**src/rtl/studio2_keypad_port_if.sv**
```systemverilog
`default_nettype none
// ============================================================================
// Module   : studio2_keypad_port_if
// Brief    : CPU-side bus of the Studio II keypad port. The bus carries the
//            OUT strobe, the N lines and the data byte toward the port, and
//            the EF flags, latched key and any-key status back to the CPU.
// Revision : 1.0 - initial release
// ============================================================================
interface studio2_keypad_port_if;
  logic       io_out;
  logic [2:0] io_n;
  logic [7:0] io_dout;
  logic       ef3;
  logic       ef4;
  logic [3:0] key_latch;
  logic       any_key;

  // CPU / bench side
  modport master (
    output io_out, io_n, io_dout,
    input  ef3, ef4, key_latch, any_key
  );

  // keypad port side
  modport slave (
    input  io_out, io_n, io_dout,
    output ef3, ef4, key_latch, any_key
  );
endinterface
`default_nettype wire

```
**src/rtl/studio2_keypad_port.sv**
```systemverilog
`default_nettype none
// ============================================================================
// Module   : studio2_keypad_port
// Brief    : CPU-facing Studio II keypad responder. OUT 2 latches a key
//            number, and EF3/EF4 report whether that key is pressed on
//            keypad 1/2. PS/2 make events are stretched by HOLD_CYCLES so
//            that short taps are still seen by the polling loop.
// Config   : define STUDIO2_KEYPAD2_EN to build keypad 2 (numpad) and ef4.
//            When the macro is undefined, ef4 reads 0 and any_key covers
//            keypad 1 only.
// Revision : 1.0 - initial release
// ============================================================================
module studio2_keypad_port #(
  parameter int               CNT_W       = 20,
  parameter logic [CNT_W-1:0] HOLD_CYCLES = 20'd65535
) (
  input  wire logic        clk,
  input  wire logic        reset,
  input  wire logic [10:0] ps2_key,
  studio2_keypad_port_if.slave bus
);

  logic       r_tog;
  logic [3:0] r_key_latch;
  logic       r_ef3;
  logic       r_any;
  logic       w_evt;
  logic [9:0] w_hit1;
  logic [9:0] w_make1;
  logic [9:0] w_brk1;
  logic [9:0] w_eff1;
  logic       w_any2;

  // Upper data nibble carries no meaning for the key select.
  wire w_unused_dout = ^bus.io_dout[7:4];

  // Toggle tracker follows ps2_key[10] every cycle, reset included, so
  // leaving reset never looks like a fresh event.
  always_ff @(posedge clk) begin
    r_tog <= ps2_key[10];
  end

  // A decodable event is a toggle on a non-extended code.
  assign w_evt = (ps2_key[10] != r_tog) && !ps2_key[8];

  // Keypad 1 scancode to one-hot digit (index = digit).
  always_comb begin
    w_hit1 = '0;
    case (ps2_key[7:0])
      8'h45:   w_hit1[0] = 1'b1;
      8'h16:   w_hit1[1] = 1'b1;
      8'h1E:   w_hit1[2] = 1'b1;
      8'h26:   w_hit1[3] = 1'b1;
      8'h25:   w_hit1[4] = 1'b1;
      8'h2E:   w_hit1[5] = 1'b1;
      8'h36:   w_hit1[6] = 1'b1;
      8'h3D:   w_hit1[7] = 1'b1;
      8'h3E:   w_hit1[8] = 1'b1;
      8'h46:   w_hit1[9] = 1'b1;
      default: w_hit1 = '0;
    endcase
  end

  assign w_make1 = w_hit1 & {10{w_evt &  ps2_key[9]}};
  assign w_brk1  = w_hit1 & {10{w_evt & ~ps2_key[9]}};

  for (genvar i = 0; i < 10; i++) begin : g_kp1
    logic             r_phys;
    logic [CNT_W-1:0] r_cnt;
    // Held flag plus stretch counter: make reloads, otherwise count down to 0.
    always_ff @(posedge clk) begin
      if (reset) begin
        r_phys <= 1'b0;
        r_cnt  <= '0;
      end else if (w_make1[i]) begin
        r_phys <= 1'b1;
        r_cnt  <= HOLD_CYCLES;
      end else begin
        if (w_brk1[i]) r_phys <= 1'b0;
        if (r_cnt != '0) r_cnt <= r_cnt - CNT_W'(1);
      end
    end
    assign w_eff1[i] = r_phys | (r_cnt != '0);
  end

`ifdef STUDIO2_KEYPAD2_EN
  logic [9:0] w_hit2;
  logic [9:0] w_make2;
  logic [9:0] w_brk2;
  logic [9:0] w_eff2;
  logic       r_ef4;

  // Keypad 2 (numpad) scancode to one-hot digit.
  always_comb begin
    w_hit2 = '0;
    case (ps2_key[7:0])
      8'h70:   w_hit2[0] = 1'b1;
      8'h69:   w_hit2[1] = 1'b1;
      8'h72:   w_hit2[2] = 1'b1;
      8'h7A:   w_hit2[3] = 1'b1;
      8'h6B:   w_hit2[4] = 1'b1;
      8'h73:   w_hit2[5] = 1'b1;
      8'h74:   w_hit2[6] = 1'b1;
      8'h6C:   w_hit2[7] = 1'b1;
      8'h75:   w_hit2[8] = 1'b1;
      8'h7D:   w_hit2[9] = 1'b1;
      default: w_hit2 = '0;
    endcase
  end

  assign w_make2 = w_hit2 & {10{w_evt &  ps2_key[9]}};
  assign w_brk2  = w_hit2 & {10{w_evt & ~ps2_key[9]}};

  for (genvar j = 0; j < 10; j++) begin : g_kp2
    logic             r_phys;
    logic [CNT_W-1:0] r_cnt;
    // Same held/stretch behaviour as keypad 1.
    always_ff @(posedge clk) begin
      if (reset) begin
        r_phys <= 1'b0;
        r_cnt  <= '0;
      end else if (w_make2[j]) begin
        r_phys <= 1'b1;
        r_cnt  <= HOLD_CYCLES;
      end else begin
        if (w_brk2[j]) r_phys <= 1'b0;
        if (r_cnt != '0) r_cnt <= r_cnt - CNT_W'(1);
      end
    end
    assign w_eff2[j] = r_phys | (r_cnt != '0);
  end

  assign w_any2 = |w_eff2;

  // EF4 reports the latched key on keypad 2; the zero pad covers 10..15.
  always_ff @(posedge clk) begin
    if (reset) r_ef4 <= 1'b0;
    else       r_ef4 <= ({6'b0, w_eff2} >> r_key_latch) != 16'd0 ? (({6'b0, w_eff2} >> r_key_latch) & 16'd1) != 16'd0 : 1'b0;
  end
  assign bus.ef4 = r_ef4;
`else
  assign w_any2  = 1'b0;
  assign bus.ef4 = 1'b0;
`endif

  // OUT 2 latches the key number from the low data nibble.
  always_ff @(posedge clk) begin
    if (reset)                             r_key_latch <= 4'h0;
    else if (bus.io_out && bus.io_n == 3'd2) r_key_latch <= bus.io_dout[3:0];
  end

  // EF3 and any-key are registered views of the current effective states.
  always_ff @(posedge clk) begin
    if (reset) begin
      r_ef3 <= 1'b0;
      r_any <= 1'b0;
    end else begin
      r_ef3 <= (({6'b0, w_eff1} >> r_key_latch) & 16'd1) != 16'd0;
      r_any <= (|w_eff1) | w_any2;
    end
  end

  assign bus.ef3       = r_ef3;
  assign bus.key_latch = r_key_latch;
  assign bus.any_key   = r_any;

endmodule
`default_nettype wire

```
**src/flat_wrapper.sv**
```systemverilog
// flat-port wrapper written by rule: the top's interface ports become plain ports
module studio2_keypad_port_flat 
#(
  parameter int               CNT_W       = 20,
  parameter logic [CNT_W-1:0] HOLD_CYCLES = 20'd65535
)
  (clk, reset, ps2_key, bus_io_out, bus_io_n, bus_io_dout, bus_ef3, bus_ef4, bus_key_latch, bus_any_key);
  studio2_keypad_port_if bus_i ();
  input  wire logic clk;
  input  wire logic reset;
  input  wire logic [10:0] ps2_key;
  input wire logic [$bits(bus_i.io_out)-1:0] bus_io_out;
  input wire logic [$bits(bus_i.io_n)-1:0] bus_io_n;
  input wire logic [$bits(bus_i.io_dout)-1:0] bus_io_dout;
  output wire logic [$bits(bus_i.ef3)-1:0] bus_ef3;
  output wire logic [$bits(bus_i.ef4)-1:0] bus_ef4;
  output wire logic [$bits(bus_i.key_latch)-1:0] bus_key_latch;
  output wire logic [$bits(bus_i.any_key)-1:0] bus_any_key;
  assign bus_i.io_out = bus_io_out;
  assign bus_i.io_n = bus_io_n;
  assign bus_i.io_dout = bus_io_dout;
  assign bus_ef3 = bus_i.ef3;
  assign bus_ef4 = bus_i.ef4;
  assign bus_key_latch = bus_i.key_latch;
  assign bus_any_key = bus_i.any_key;
  studio2_keypad_port #(.CNT_W(CNT_W), .HOLD_CYCLES(HOLD_CYCLES)) u_core (.clk(clk), .reset(reset), .ps2_key(ps2_key), .bus(bus_i));
endmodule
```
**config.mk**
```make
export PLATFORM = sky130hd
export DESIGN_NAME = studio2_keypad_port_flat
export DESIGN_NICKNAME = d
export VERILOG_FILES = /design/src/rtl/studio2_keypad_port_if.sv /design/src/rtl/studio2_keypad_port.sv /design/src/flat_wrapper.sv
export SDC_FILE = /design/constraint.sdc
export NUM_CORES = 1
export LEC_CHECK = 0
export CAP_MARGIN = 20
export CORE_ASPECT_RATIO = 0.6
export CORE_UTILIZATION = 65
export DETAILED_ROUTE_END_ITERATION = 10
export PLACE_DENSITY = 0.91
export SYNTH_ARGS = -nofsm -noshare
export SYNTH_HDL_FRONTEND = slang
export SYNTH_SLANG_ARGS = --single-unit
```
**constraint.sdc**
```tcl
create_clock -name clk -period 3.75 [get_ports clk]
set_clock_uncertainty 0.1 [all_clocks]
set_input_delay 0.375 -clock clk [delete_from_list [all_inputs] [get_ports clk]]
set_output_delay 0.375 -clock clk [all_outputs]
set_load 0.02 [all_outputs]
```
==> flow_summary.yaml <==
routing:
  vias_per_cell: 6.23
  drc_errors: 0
  wl_per_cell_um: 16.1
  dr.pass1.iters: 5
  ant_nets: 0
  dr.first_iter.drc_count: 720
  vias: 8959
  wl_mm: 23.1
power:
  power.leakage_nw: 4.22
  cellPowerDensity_nw_per_um2: 1080
  p_int_mw: 7.19
  pwr-share-seq_pct: 32.8
  p_comb_share_pct: 49.7
  switchingPower_mw: 5.24
  swShare_pct: 42.1
  power_frac_clock_pct: 17.5
  irDropWorstVdd_v: 0.000663
  p_total_mw: 12.4
timing:
  tns_ns: 0
  timing.fmax_mhz: 350
  drv_slew: 0
  rsz0062_at_grt: "no"
  period_share_pct: 76.2
  hold_viol_final: 0
  timing.final.ws_setup_ns: 0.893
  tightest_slew_ns: 1.03
  min_period_ns: 2.86
  fin_hold_ws_ns: 0.265
  setup_violations: 0
  slew_headroom_pct: 31.0
floorplan:
  start_util_pct: 67.2
  dieArea_sq_um: 16600
  die_height_um: 100
  io-pin-count: 32
  die_w_um: 165
  coreArea_sq_um: 15500
  row_count: 35
grt:
  track_usage_pct: 28.3
  antenna_found_initial: 0
  grt_pass1_vias: 8171
  grt_pass1_wl_mm: 38.8
  grt.overflow.total: 0
  grt_start_max_net_pins: 143
yosys:
  ys_warn_count: 0
  async_flop_share_pct: 0
  synth_edf_count: 0
  synth_fp_nets: 1260
  ys_seq_elements: 217
  synthFlopType: "dfxtp_1"
  synth_cells: 1217
  post_synth.cell_area_avg_sq_um: 8.57
  synth-seq-area-share_pct: 41.7
  syn-cell-area_sq_um: 10400
  yosysUniqueCellTypes: 56
setup_path:
  start_kind: "register"
  reg2reg_depth: 7
  cpMaxStageDelayCell: "nor3_1"
  end_kind: "register"
  cp-endpoint: "u_core.g_kp1[5].r_cnt[15]"
  regToRegSetupSlack_ns: 0.89
  cp-startpoint: "u_core.g_kp1[5].r_cnt[0]"
  worstPathRequired_ns: 4.00
  r2r-end: "u_core.g_kp1[5].r_cnt[15]"
  cp.arrival_ns: 3.11
  cp_common_cell: "nor3_1"
  cp_slowest_stage_delay_ns: 0.80
  rr_startpoint: "u_core.g_kp1[5].r_cnt[0]"
  crit_type: "reg2reg"
  critPathMaxFanout: 7
  crit_chain: "inv_1 > ha_1 > or4b_2 > nor3_1 > nor3_1 > xnor2_1 > a21oi_1"
finish:
  drive_above_1_share_pct: 5.91
  syn2layout_area_growth_pct: 10.4
  diodes: 0
  nets: 1263
placement:
  pre_cts_ws_ns: 0.975
  dp_hpwl_mm: 15.1
  gp_congestion: 0.818
  port-buffer-count: 26
min_path:
  hold_depth: 1
  hold_class: "in2reg"
job:
  maxCapViolations: 0
cts:
  clockBufferDepth: 3
  cts_sinks: 217
  cts-root-buf: "clkbuf_16"
  clock_latency_ns: 0.51
  cts_htree_levels: 1
  clkTransAtPathRegs_ns: 0.07
  hold_buffers: 0
  cts_setup_buffers: 0
  cts-resized-gates: 0
  cts_tree: "yes"
  cts-buffers-inserted: 21
status:
  status: "completed"
final cells by class:
cell class | instances | area, sq um
multi-input combinational | 919 | 5760
sequential | 217 | 4340
fill | 1114 | 4000
clock buffer | 27 | 588
timing repair buffer | 38 | 352
tap | 203 | 254
clock inverter | 11 | 120
inverter | 23 | 86.3
cells in the final DEF (no fill, tap or decap), types with 18 or more instances in the layout:
master,Yosys,layout
a21oi_1,167,167
nand3_1,55,55
nand2_1,65,65
dfxtp_1,217,217
ha_1,18,18
xnor2_1,90,90
clkbuf_16,0,21
nand4_1,20,20
xor2_1,84,84
nor3_1,59,59
inv_1,23,23
nor4_1,83,83
nor2_1,107,107
clkdlybuf4s50_1,0,25
per-stage QoR:
| stage | utilization [%] | cell area [sq um] | std cells |
|---|---|---|---|
| after floorplan | - | 10400 | 1217 |
| after global placement | 69.7 | 10800 | 1400 |
| after detailed placement | 69.7 | 10800 | 1400 |
| after CTS | 74.2 | 11500 | 1438 |
| after global routing | 74.2 | 11500 | 1438 |
| final | 74.2 | 11500 | 1438 |
power by group through the flow:
| stage | Combinational [mW] | Clock [mW] | Sequential (mW) |
|---|---|---|---|
| final | 6.18 | 2.18 | 4.08 |
| after global routing | 6.92 | 2.29 | 4.19 |
| after CTS | 6.12 | 2.19 | 4.05 |
| after detailed placement | 6.00 | 0 | 4.07 |
| after global placement | 5.74 | 0 | 4.01 |
| after floorplan | 5.01 | 0 | 3.88 |
sequential cells by signal (all words and copies together), names as in the netlist:
signal	cells
u_core.bus.key_latch	4
u_core.bus.ef3	1
u_core.bus.any_key	1
u_core.g_kp1.r_phys	10
u_core.r_tog	1
u_core.g_kp1.r_cnt	200
cells by family (layout without fill, tap and decap cells):
kind of cell | count (synthesis) | count (layout) | synth area share, %
and+or+nand+nor | 508 | 508 | 26.6
DFF | 217 | 217 | 41.7
AOI/OAI and AO/OA | 204 | 204 | 10.5
xor gates and xnor gates | 174 | 174 | 14.6
buffers and inverters | 81 | 99 | 3.06
adders and majority gates | 18 | 18 | 2.16
muxes | 14 | 14 | 1.38
other | 1 | 1 | 0.0360
synth_stat cells (all sizes together), types with 4 or more instances:
cell / n / area, sq um
a21oi: 167 / 836
a31oi: 6 / 37.5
and2: 6 / 37.5
and3: 8 / 50.1
buf: 5 / 33.8
clkbuf: 53 / 199
dfxtp: 217 / 4340
ha: 18 / 225
inv: 23 / 86.3
mux2i: 11 / 110
nand2: 65 / 244
nand2b: 10 / 62.6
nand3: 56 / 285
nand3b: 8 / 60.1
nand4: 20 / 125
nand4b: 17 / 149
nor2: 108 / 408
nor2b: 8 / 50.1
nor3: 62 / 325
nor4: 84 / 532
nor4b: 8 / 70.1
o21ai: 13 / 65.1
or3: 13 / 81.3
or3b: 5 / 43.8
or4: 17 / 135
or4b: 4 / 43.8
xnor2: 90 / 788
xor2: 84 / 736
how the worst min path moves through the flow:
stage | startpoint | end | slack [ns]
global route | ps2_key[10] | u_core.r_tog | 0.28
detailed placement | u_core.g_kp1[1].r_phys | u_core.g_kp1[1].r_phys | 0.37
floorplan | ps2_key[10] | u_core.r_tog | 0.30
CTS | ps2_key[10] | u_core.r_tog | 0.26
global placement | u_core.g_kp1[1].r_phys | u_core.g_kp1[1].r_phys | 0.35
finish | ps2_key[10] | u_core.r_tog | 0.27
critical path, delay by kind of cell (launching register included):
family	cells	cell delay [ns]
buf+inv	1	0.13
compound gates	1	0.10
xor+xnor	1	0.22
fa+ha+maj	1	0.18
simple gates	3	1.62
flops	1	0.34
routing by layer:
layer  wire length, um  up-vias  track usage [%]
met5                 0        -                0
met4               543        0             8.88
met3              1180       47             3.97
met2             10700      284             45.6
met1             10700     4268             39.3
li1                  -     4360                -
Note: power is estimated with default switching activity, not from simulation.
